**config.mk**
```make
export PLATFORM = sky130hd
export DESIGN_NAME = instr_fetch_unit
export DESIGN_NICKNAME = d
export VERILOG_FILES = /design/src/rtl/fetch_pkg.sv /design/src/rtl/fetch_queue.sv /design/src/rtl/instr_fetch_unit.sv
export SDC_FILE = /design/constraint.sdc
export NUM_CORES = 1
export LEC_CHECK = 0
export BUFFER_PORTS_ARGS = -buffer_cell sky130_fd_sc_hd__clkbuf_2
export CAP_MARGIN = 40
export CELL_PAD_IN_SITES_DETAIL_PLACEMENT = 2
export CELL_PAD_IN_SITES_GLOBAL_PLACEMENT = 2
export CORE_UTILIZATION = 35
export CTS_BUF_LIST = sky130_fd_sc_hd__clkbuf_4
export CTS_CLUSTER_DIAMETER = 60
export DETAILED_ROUTE_END_ITERATION = 10
export PLACE_DENSITY = 0.66
export SLEW_MARGIN = 25
export SYNTH_ARGS = -nofsm -noshare
export SYNTH_HDL_FRONTEND = slang
export SYNTH_HIERARCHICAL = 1
export SYNTH_SLANG_ARGS = --single-unit
```
**constraint.sdc**
```tcl
create_clock -name clk -period 4.4 [get_ports clk]
set_input_delay 0.88 -clock clk [delete_from_list [all_inputs] [get_ports clk]]
set_output_delay 0.88 -clock clk [all_outputs]
set_load 0.02 [all_outputs]
```
**src/rtl/fetch_pkg.sv**
```systemverilog
// fetch_pkg: shared types and constants for the instruction fetch stage.
package fetch_pkg;

   localparam logic [31:0] NOP_INSTR = 32'h0000_0013;

   typedef struct packed {
      logic [31:0] pc;
      logic [31:0] instr;
      logic        filled;
   } fetch_entry_t;

   function automatic int ptr_w(input int depth);
      return (depth > 1) ? $clog2(depth) : 1;
   endfunction

endpackage

```
**src/rtl/fetch_queue.sv**
```systemverilog
// fetch_queue: in-order circular buffer of fetch entries, allocated at issue and filled by responses.
// Pointers carry one extra wrap bit so count and unfilled fall out of plain subtraction.
module fetch_queue
   import fetch_pkg::*;
#(
   parameter  int DEPTH = 4,
   localparam int PW    = ptr_w(DEPTH)
) (
   input  logic         clk,
   input  logic         rst_n,
   input  logic         flush,
   input  logic         alloc,
   input  logic [31:0]  alloc_pc,
   input  logic         fill,
   input  logic [31:0]  fill_instr,
   input  logic         pop,
   output fetch_entry_t head,
   output logic [PW:0]  count,
   output logic [PW:0]  unfilled
);

   fetch_entry_t mem [DEPTH];
   logic [PW:0]  alloc_ptr, fill_ptr, head_ptr;

   assign head     = mem[head_ptr[PW-1:0]];
   assign count    = alloc_ptr - head_ptr;
   assign unfilled = alloc_ptr - fill_ptr;

   // alloc and fill never hit the same slot: fill needs unfilled>0, alloc needs count<DEPTH
   always_ff @(posedge clk or negedge rst_n) begin
      if (!rst_n) begin
         alloc_ptr <= '0;
         fill_ptr  <= '0;
         head_ptr  <= '0;
         for (int i = 0; i < DEPTH; i++) mem[i] <= '0;
      end else if (flush) begin
         alloc_ptr <= '0;
         fill_ptr  <= '0;
         head_ptr  <= '0;
         for (int i = 0; i < DEPTH; i++) mem[i].filled <= 1'b0;
      end else begin
         if (alloc) begin
            mem[alloc_ptr[PW-1:0]].pc     <= alloc_pc;
            mem[alloc_ptr[PW-1:0]].filled <= 1'b0;
            alloc_ptr                     <= alloc_ptr + 1'b1;
         end
         if (fill) begin
            mem[fill_ptr[PW-1:0]].instr  <= fill_instr;
            mem[fill_ptr[PW-1:0]].filled <= 1'b1;
            fill_ptr                     <= fill_ptr + 1'b1;
         end
         if (pop) head_ptr <= head_ptr + 1'b1;
      end
   end

endmodule

```
**src/rtl/instr_fetch_unit.sv**
```systemverilog
// instr_fetch_unit: RV32I fetch stage; issues word reads, queues responses in order, hands {instr, pc} to decode.
// Redirects squash the queue and count the orphaned in-flight responses so they are discarded on return.
module instr_fetch_unit
   import fetch_pkg::*;
#(
   parameter int DEPTH = 4
) (
   input  logic        clk,
   input  logic        rst_n,
   input  logic [31:0] pc_in,
   output logic        pc_stall,
   input  logic        flush,
   output logic        imem_req,
   output logic [31:0] imem_addr,
   input  logic        imem_rvalid,
   input  logic [31:0] imem_rdata,
   output logic        id_valid,
   output logic [31:0] id_instr,
   output logic [31:0] id_pc,
   input  logic        id_ready
);

   localparam int PW = ptr_w(DEPTH);
   localparam int DW = PW + 4;
   localparam logic [PW:0] FULL = (PW+1)'(DEPTH);

   fetch_entry_t  head;
   logic [PW:0]   count, unfilled;
   logic [DW-1:0] drop_cnt, drop_nxt;
   logic          fill, pop, rsp_hit;

   assign imem_req  = rst_n && !flush && count != FULL;
   assign pc_stall  = rst_n && !flush && !imem_req;
   assign imem_addr = {pc_in[31:2], 2'b00};
   assign id_valid  = count != '0 && head.filled;
   assign id_instr  = id_valid ? head.instr : NOP_INSTR;
   assign id_pc     = id_valid ? head.pc : 32'h0;
   assign pop       = id_valid && id_ready && !flush;
   assign fill      = imem_rvalid && !flush && drop_cnt == '0 && unfilled != '0;
   // a response consumes either an outstanding drop or the oldest unfilled entry
   assign rsp_hit   = imem_rvalid && (drop_cnt != '0 || unfilled != '0);

   always_comb begin
      drop_nxt = flush ? drop_cnt + DW'(unfilled) - DW'(rsp_hit)
                       : drop_cnt - DW'(imem_rvalid && drop_cnt != '0);
   end

   always_ff @(posedge clk or negedge rst_n) begin
      if (!rst_n) drop_cnt <= '0;
      else        drop_cnt <= drop_nxt;
   end

   always_ff @(posedge clk) begin
      if (rst_n && imem_rvalid) assert (drop_cnt != '0 || unfilled != '0);
   end

   fetch_queue #(.DEPTH(DEPTH)) u_queue (
      .clk        (clk),
      .rst_n      (rst_n),
      .flush      (flush),
      .alloc      (imem_req),
      .alloc_pc   (imem_addr),
      .fill       (fill),
      .fill_instr (imem_rdata),
      .pop        (pop),
      .head       (head),
      .count      (count),
      .unfilled   (unfilled)
   );

endmodule

```
==> metrics.md, run 1 <==
| Metric | Value |
|---|---|
| Residual DRC | `0` |
| GRT Total Usage | `roughly 17%` |
| Area share of the largest cell type after synthesis | `50.8%` |
| Synth warn | `6` |
| Hold buffers post-CTS | `0` |
| Vias in the first global route | `9,280` |
| Grt met2 use | `28.5%` |
| Critical Path Fanout Max | `17` |
| Most common cell after layout, fill and taps aside | `dfrtp_1` |
| Min Hold Slack | `0.0750 ns` |
| GR Util met3 | `4.22%` |
| Synth Instances | `880` |
| Final hold violations | `0` |
| Total CTS buffers | `83` |
| Max Cap Violations | `0` |
| Status | `complete, no violations` |
| First-pass GRT wire length | `51,600 um` |
| Placed wire-length estimate | `19,500 um` |
| Largest net degree at the start of global routing | `68` |
| Crit Path Class | `reg2out` |
| Period utilization | `just over 90%` |
| CTS tree | `built` |
| Place WS | `0.605 ns` |
| Final WS setup | `0.331 ns` |
| Slew headroom | `46.6%` |
| Chip width | `between 150 and 200 um` |
| Yosys cell types | `38` |
| Fin crit period | `4.07 ns` |
| Ports | `168` |
| Worst Skew | `0.0242 ns` |
| Core area | `0.0378 sq mm` |
| Max-slew violations | `0` |
| Post-layout util | `41.2%` |
| Finished layout cell area | `0.0156 sq mm` |
| DRT iter0 DRCs | `227` |
| Main synth FF type | `dfrtp_1` |
| Die height | `199 um` |
| Reg2reg path depth | `16` |
| Cell Pwr Density | `between 300 and 400 mW/mm^2` |
| Root Driver | `clkbuf_4` |
| Routed Antenna Nets | `0` |
| Post-Syn Area per Cell | `approximately 15 sq um` |
| Actual slew at the worst max-slew pin | `0.801 ns` |
| I/O Buffers | `163` |
| Flops & latches, synth | `275` |
| Worst EP required | `3.52 ns` |
| Met1 usage | `21.7%` |
| Setup Viol. Count Final | `0` |
| RSZ-0062 raised after global routing | `no` |
| TritonRoute pass-1 iters | `4` |
| Via density | `4.87` |
| H-tree depth | `3` |
| Routed WL per cell | `approximately 20 um` |
| Worst hold path class | `in2async` |
| Total number of vias | `7,960` |
| Busiest grt layer | `met2` |
| Crit path capture type | `output pin` |
| Grt ovf | `0` |
| Initial antenna violation count | `3` |
| Layout net count | `1,167` |
| Asr flop ratio synth | `100%` |
| Cell taking the most area after synthesis | `dfrtp_1` |
| FMAX | `246 MHz` |
| Highest-count cells in the layout ignoring fill and taps | `273 x dfrtp_1, 162 x clkbuf_2, 136 x mux2_2` |
| Sink Count | `275` |
| Gp weighted congestion | `between 0.6 and 0.7` |
| Post-synth EDFFs | `0` |
| Largest cells by area after synthesis | `dfrtp_1 51%, mux2_2 11%, mux4_2 11%` |
| Clock Pin Slew Worst Setup and Hold Paths | `~0.070 ns` |
| Max clock buf depth | `3` |
| Clk Latency, worst-skew pair | `0.73 ns` |
| Critical Path Start Type | `flop` |
| Site row count | `71` |
| Starting Density | `a little over a third` |
| Layout cells sized above 1 | `51.6%` |
| Synthesis-to-finish area growth | `15.2%` |
| Routed WL | `about 32,000 um` |
| Data arrival, critical path | `3.19 ns` |
| Final setup TNS | `0 ns` |
| Placed cell areas | `0.0146 sq mm` |
| VDD IR max | `0.157 mV` |
| Leak | `8.01 nW` |
| Die Footprint | `0.0395 sq mm` |
| Sequential element share of the synthesized area | `50.8%` |
| Synthesized area | `0.0135 sq mm` |
[synth_stat cells, types with 10 or more instances]
master and count:
ha_1 23, mux2_2 136, xnor2_1 12, inv_1 23, clkbuf_1 11, mux4_2 65, nor2_1 12, a21oi_1 10
buf_2 17, mux2_4 60, mux2_1 60, and2_1 61, buf_6 13, dfrtp_1 275, buf_4 40
[registers in the layout, indices dropped and copies added, names as in the netlist]
| register | cells |
|---|---|
| u_queue/fill_ptr | 3 |
| u_queue/head_ptr | 3 |
| u_queue/alloc_ptr | 3 |
| u_queue/mem | 260 |
| drop_cnt | 6 |
[power by group]
group | switching, W | total (W) | internal [W]
Combinational | 0.000437 | 0.000998 | 0.000562
Clock | 0.00109 | 0.00226 | 0.00117
Sequential | 0.000140 | 0.00293 | 0.00279
Total | 0.00167 | 0.00619 | 0.00453
[kinds of logic after synthesis]
kind of cell,share of synthesized area (%)
mux,34.2
flops,50.8
simple gates,5.37
buf+inv,4.89
fa+ha+maj,2.57
compound gates,1.26
xor+xnor,0.905
other cells,0.0277
[metal layers]
| metal | up-vias | part of all wire [%] |
|---|---|---|
| li1 | 3534 | - |
| met1 | 4212 | 44 |
| met5 | - | 0 |
| met4 | 0 | 2.2 |
| met2 | 160 | 50 |
| met3 | 54 | 3.8 |
[cell type report]
type / count / area, sq um
multi-input cells: 509 / 6050
well taps: 511 / 639
clock inverters: 16 / 61.3
flip-flops and latches: 275 / 6890
inverters: 23 / 86.3
fillers: 3799 / 22200
diodes: 5 / 12.5
repair buffers: 180 / 1010
clock buffers: 114 / 856
[metrics by stage]
stage                     cells  power [W]
final                      1633    0.00619
after global routing       1633    0.00659
after CTS                  1626    0.00635
after detailed placement   1496    0.00398
after global placement     1495    0.00393
after floorplan             889    0.00368
[critical path: stages (launching register included)]
cell and delay [ns]:
dfrtp_1 0.42, inv_1 0.13, ha_1 0.23, fa_1 0.38, xnor2_1 0.15, xnor2_1 0.29
o31a_4 0.24, buf_4 0.23, and2_1 0.21, clkbuf_2 0.19
[path summary, 6_finish.rpt]
kind | startpoint | end | slack, ns
min | rst_n | u_queue/mem[219] | 0.07
max | u_queue/alloc_ptr[0] | id_pc[31] | 0.33
min reg2reg | u_queue/mem[207] | u_queue/mem[207] | 0.49
min in group clk | imem_rdata[23] | u_queue/mem[219] | 0.41
max reg2reg | u_queue/alloc_ptr[0] | drop_cnt[4] | 0.68
max in group asynchronous | rst_n | u_queue/mem[122] | 2.59
[repair_timing]
item / 4_1_cts / 5_1_grt
gates resized for setup: 1 / 0
cloned: 0 / 0
endpoints found under the hold margin: 0 / 0
pin swaps: 0 / 1
buffers inserted: 0 / 1
endpoints found under the setup margin: 39 / 15
(Power assumes the default switching activity.)
==> run 2: changes to the inputs <==
--- a/config.mk
+++ b/config.mk
@@ -10,10 +10,10 @@
 export CELL_PAD_IN_SITES_DETAIL_PLACEMENT = 2
 export CELL_PAD_IN_SITES_GLOBAL_PLACEMENT = 2
 export CORE_UTILIZATION = 35
-export CTS_BUF_LIST = sky130_fd_sc_hd__clkbuf_4
 export CTS_CLUSTER_DIAMETER = 60
 export DETAILED_ROUTE_END_ITERATION = 10
 export PLACE_DENSITY = 0.66
+export REMOVE_ABC_BUFFERS = 1
 export SLEW_MARGIN = 25
 export SYNTH_ARGS = -nofsm -noshare
 export SYNTH_HDL_FRONTEND = slang
==> metrics.md, run 2 (synthesis gave the netlist of run 1 again) <==
| Metric | Value |
|---|---|
| Status | `complete, no violations` |
| Actual slew at the worst max-slew pin | `between 0.8 and 0.9 ns` |
| Routed WL | `31,600 um` |
| CTS tree | `built` |
| Via density | `~4.9` |
| Largest register FFs | `260` |
| DRT iter0 DRCs | `165` |
| Post-CTS Resized | `0` |
| Largest net degree at the start of global routing | `67` |
| Slew headroom | `45.8%` |
| Sink Count | `275` |
| Worst Skew | `0.0164 ns` |
| Clk Latency, worst-skew pair | `slightly above 0.5 ns` |
| R2R Path Start | `u_queue/alloc_ptr[0]` |
| Routed Antenna Nets | `0` |
| Clock Pin Slew Worst Setup and Hold Paths | `roughly 0.050 ns` |
| RSZ-0062 raised after global routing | `no` |
| Layout net count | `1,119` |
| Crit Path Class | `reg2out` |
| Final setup TNS | `0 ns` |
| Worst hold path class | `in2async` |
| Vias in the first global route | `8,823` |
| Critical Path Start Type | `flop` |
| ANT cells | `0` |
| Max-slew violations | `0` |
| Final hold violations | `0` |
| Synthesis-to-finish area growth | `16.7%` |
| Fin crit period | `3.85 ns` |
| Initial antenna violation count | `1` |
| Grt ovf | `0` |
| Crit path capture type | `output pin` |
| Residual DRC | `0` |
| Chip width | `199 um` |
| Most flops, register | `u_queue/mem` |
| Routed WL per cell | `20.3 um` |
| Data arrival, critical path | `2.97 ns` |
| Root Driver | `clkbuf_16` |
| Site row count | `71` |
| Placed wire-length estimate | `19,300 um` |
| Gp weighted congestion | `0.672` |
| FMAX | `260 MHz` |
| Highest-count cells in the layout ignoring fill and taps | `273 x dfrtp_1, 162 x clkbuf_2, 136 x mux2_2` |
| Final Power | `0.00672 W` |
| VDD IR max | `0.278 mV` |
| Place WS | `0.751 ns` |
| TritonRoute pass-1 iters | `4` |
| Final WS setup | `between 0.5 and 0.6 ns` |
| I/O Buffers | `163` |
| Seq. cell area | `between 0.006 and 0.007 sq mm` |
| Critical Path Fanout Max | `66` |
| Core area | `approximately 0.038 sq mm` |
| Starting Density | `35.8%` |
| Total number of vias | `7,612` |
| Hold buffers post-CTS | `0` |
| Setup Viol. Count Final | `0` |
| Min Hold Slack | `0.263 ns` |
| Worst EP required | `3.52 ns` |
| Post-CTS setup buffer count | `0` |
| Period utilization | `87.6%` |
| First-pass GRT wire length | `50,500 um` |
| Ports | `around 170` |
| Fill cells | `3,713` |
| Total CTS buffers | `36` |
| Die height | `199 um` |
| H-tree depth | `2` |
| Cell Pwr Density | `425 mW/mm^2` |
| Area of the multi-input gates | `0.00605 sq mm` |
| Layout cells sized above 1 | `a little under 50%` |
| Finished layout cell area | `0.0158 sq mm` |
| Leak | `around 8 nW` |
| Most common cell after layout, fill and taps aside | `dfrtp_1` |
| Max Cap Violations | `0` |
| Regs by FF count | `u_queue/mem x260, drop_cnt x6` |
| GRT Total Usage | `16.7%` |
| Crit path from | `u_queue/alloc_ptr[0]` |
| Max clock buf depth | `3` |
| Die Footprint | `0.0395 sq mm` |
| Placed cell areas | `0.0147 sq mm` |
## run 2: cell types whose count changed in the layout (fill, tap and decap cells not counted), moves of 2 or more
cell       change
clkbuf_16     +37
buf_4          -2
clkbuf_4     -114
clkinv_1      -14
clkbuf_8       +9
clkbuf_1       +7
diode_2        -5
## run 2: area by class of cell
cell class	instances	share of cell area [%]
sequential	275	43.6
multi-input combinational	509	38.2
clock buffer	53	6.81
timing repair buffer	179	6.42
tap	511	4.04
inverter	23	0.546
clock inverter	5	0.380
## run 2: critical path, cell delays in order, from the launching register on
cell and delay (ns):
dfrtp_1 0.42, inv_1 0.13, ha_1 0.23, fa_1 0.37
xnor2_1 0.15, xnor2_1 0.23, o31a_2 0.19, buf_12 0.30
and2_1 0.24, clkbuf_2 0.19
## run 2: power by group
part	leakage [nW]	internal (W)	switching, W	total, W
logic	3.76	0.000562	0.000431	0.000992
clock network	0.561	0.00174	0.00106	0.00280
registers	3.70	0.00279	0.000139	0.00293
## run 2: metal layers
metal  GRT usage [%]  vias up  share of wire (%)
li1                -     3391                  -
met1            21.8     4031                 44
met2            27.9      156                 49
met3            4.09       32                5.5
met4            3.56        2                1.3
met5               0        -              0.051
## run 2: worst paths after layout
kind	to	slack, ns	cells past startpoint
worst max-delay path	id_pc[27]	0.55	9
worst min-delay path	u_queue/mem[254]	0.26	1
worst max register to register	drop_cnt[4]	0.75	16
worst min register to register	u_queue/mem[222]	0.48	1
max in group asynchronous	u_queue/mem[216]	2.46	4
min in group clk	u_queue/mem[222]	0.48	1
## run 2: per-stage QoR
step                util (%)  instances
CTS                     41.8       1555
detailed placement      38.8       1497
global placement        38.6       1494
global route            41.8       1555
finish                  41.8       1555
floorplan                  -        807
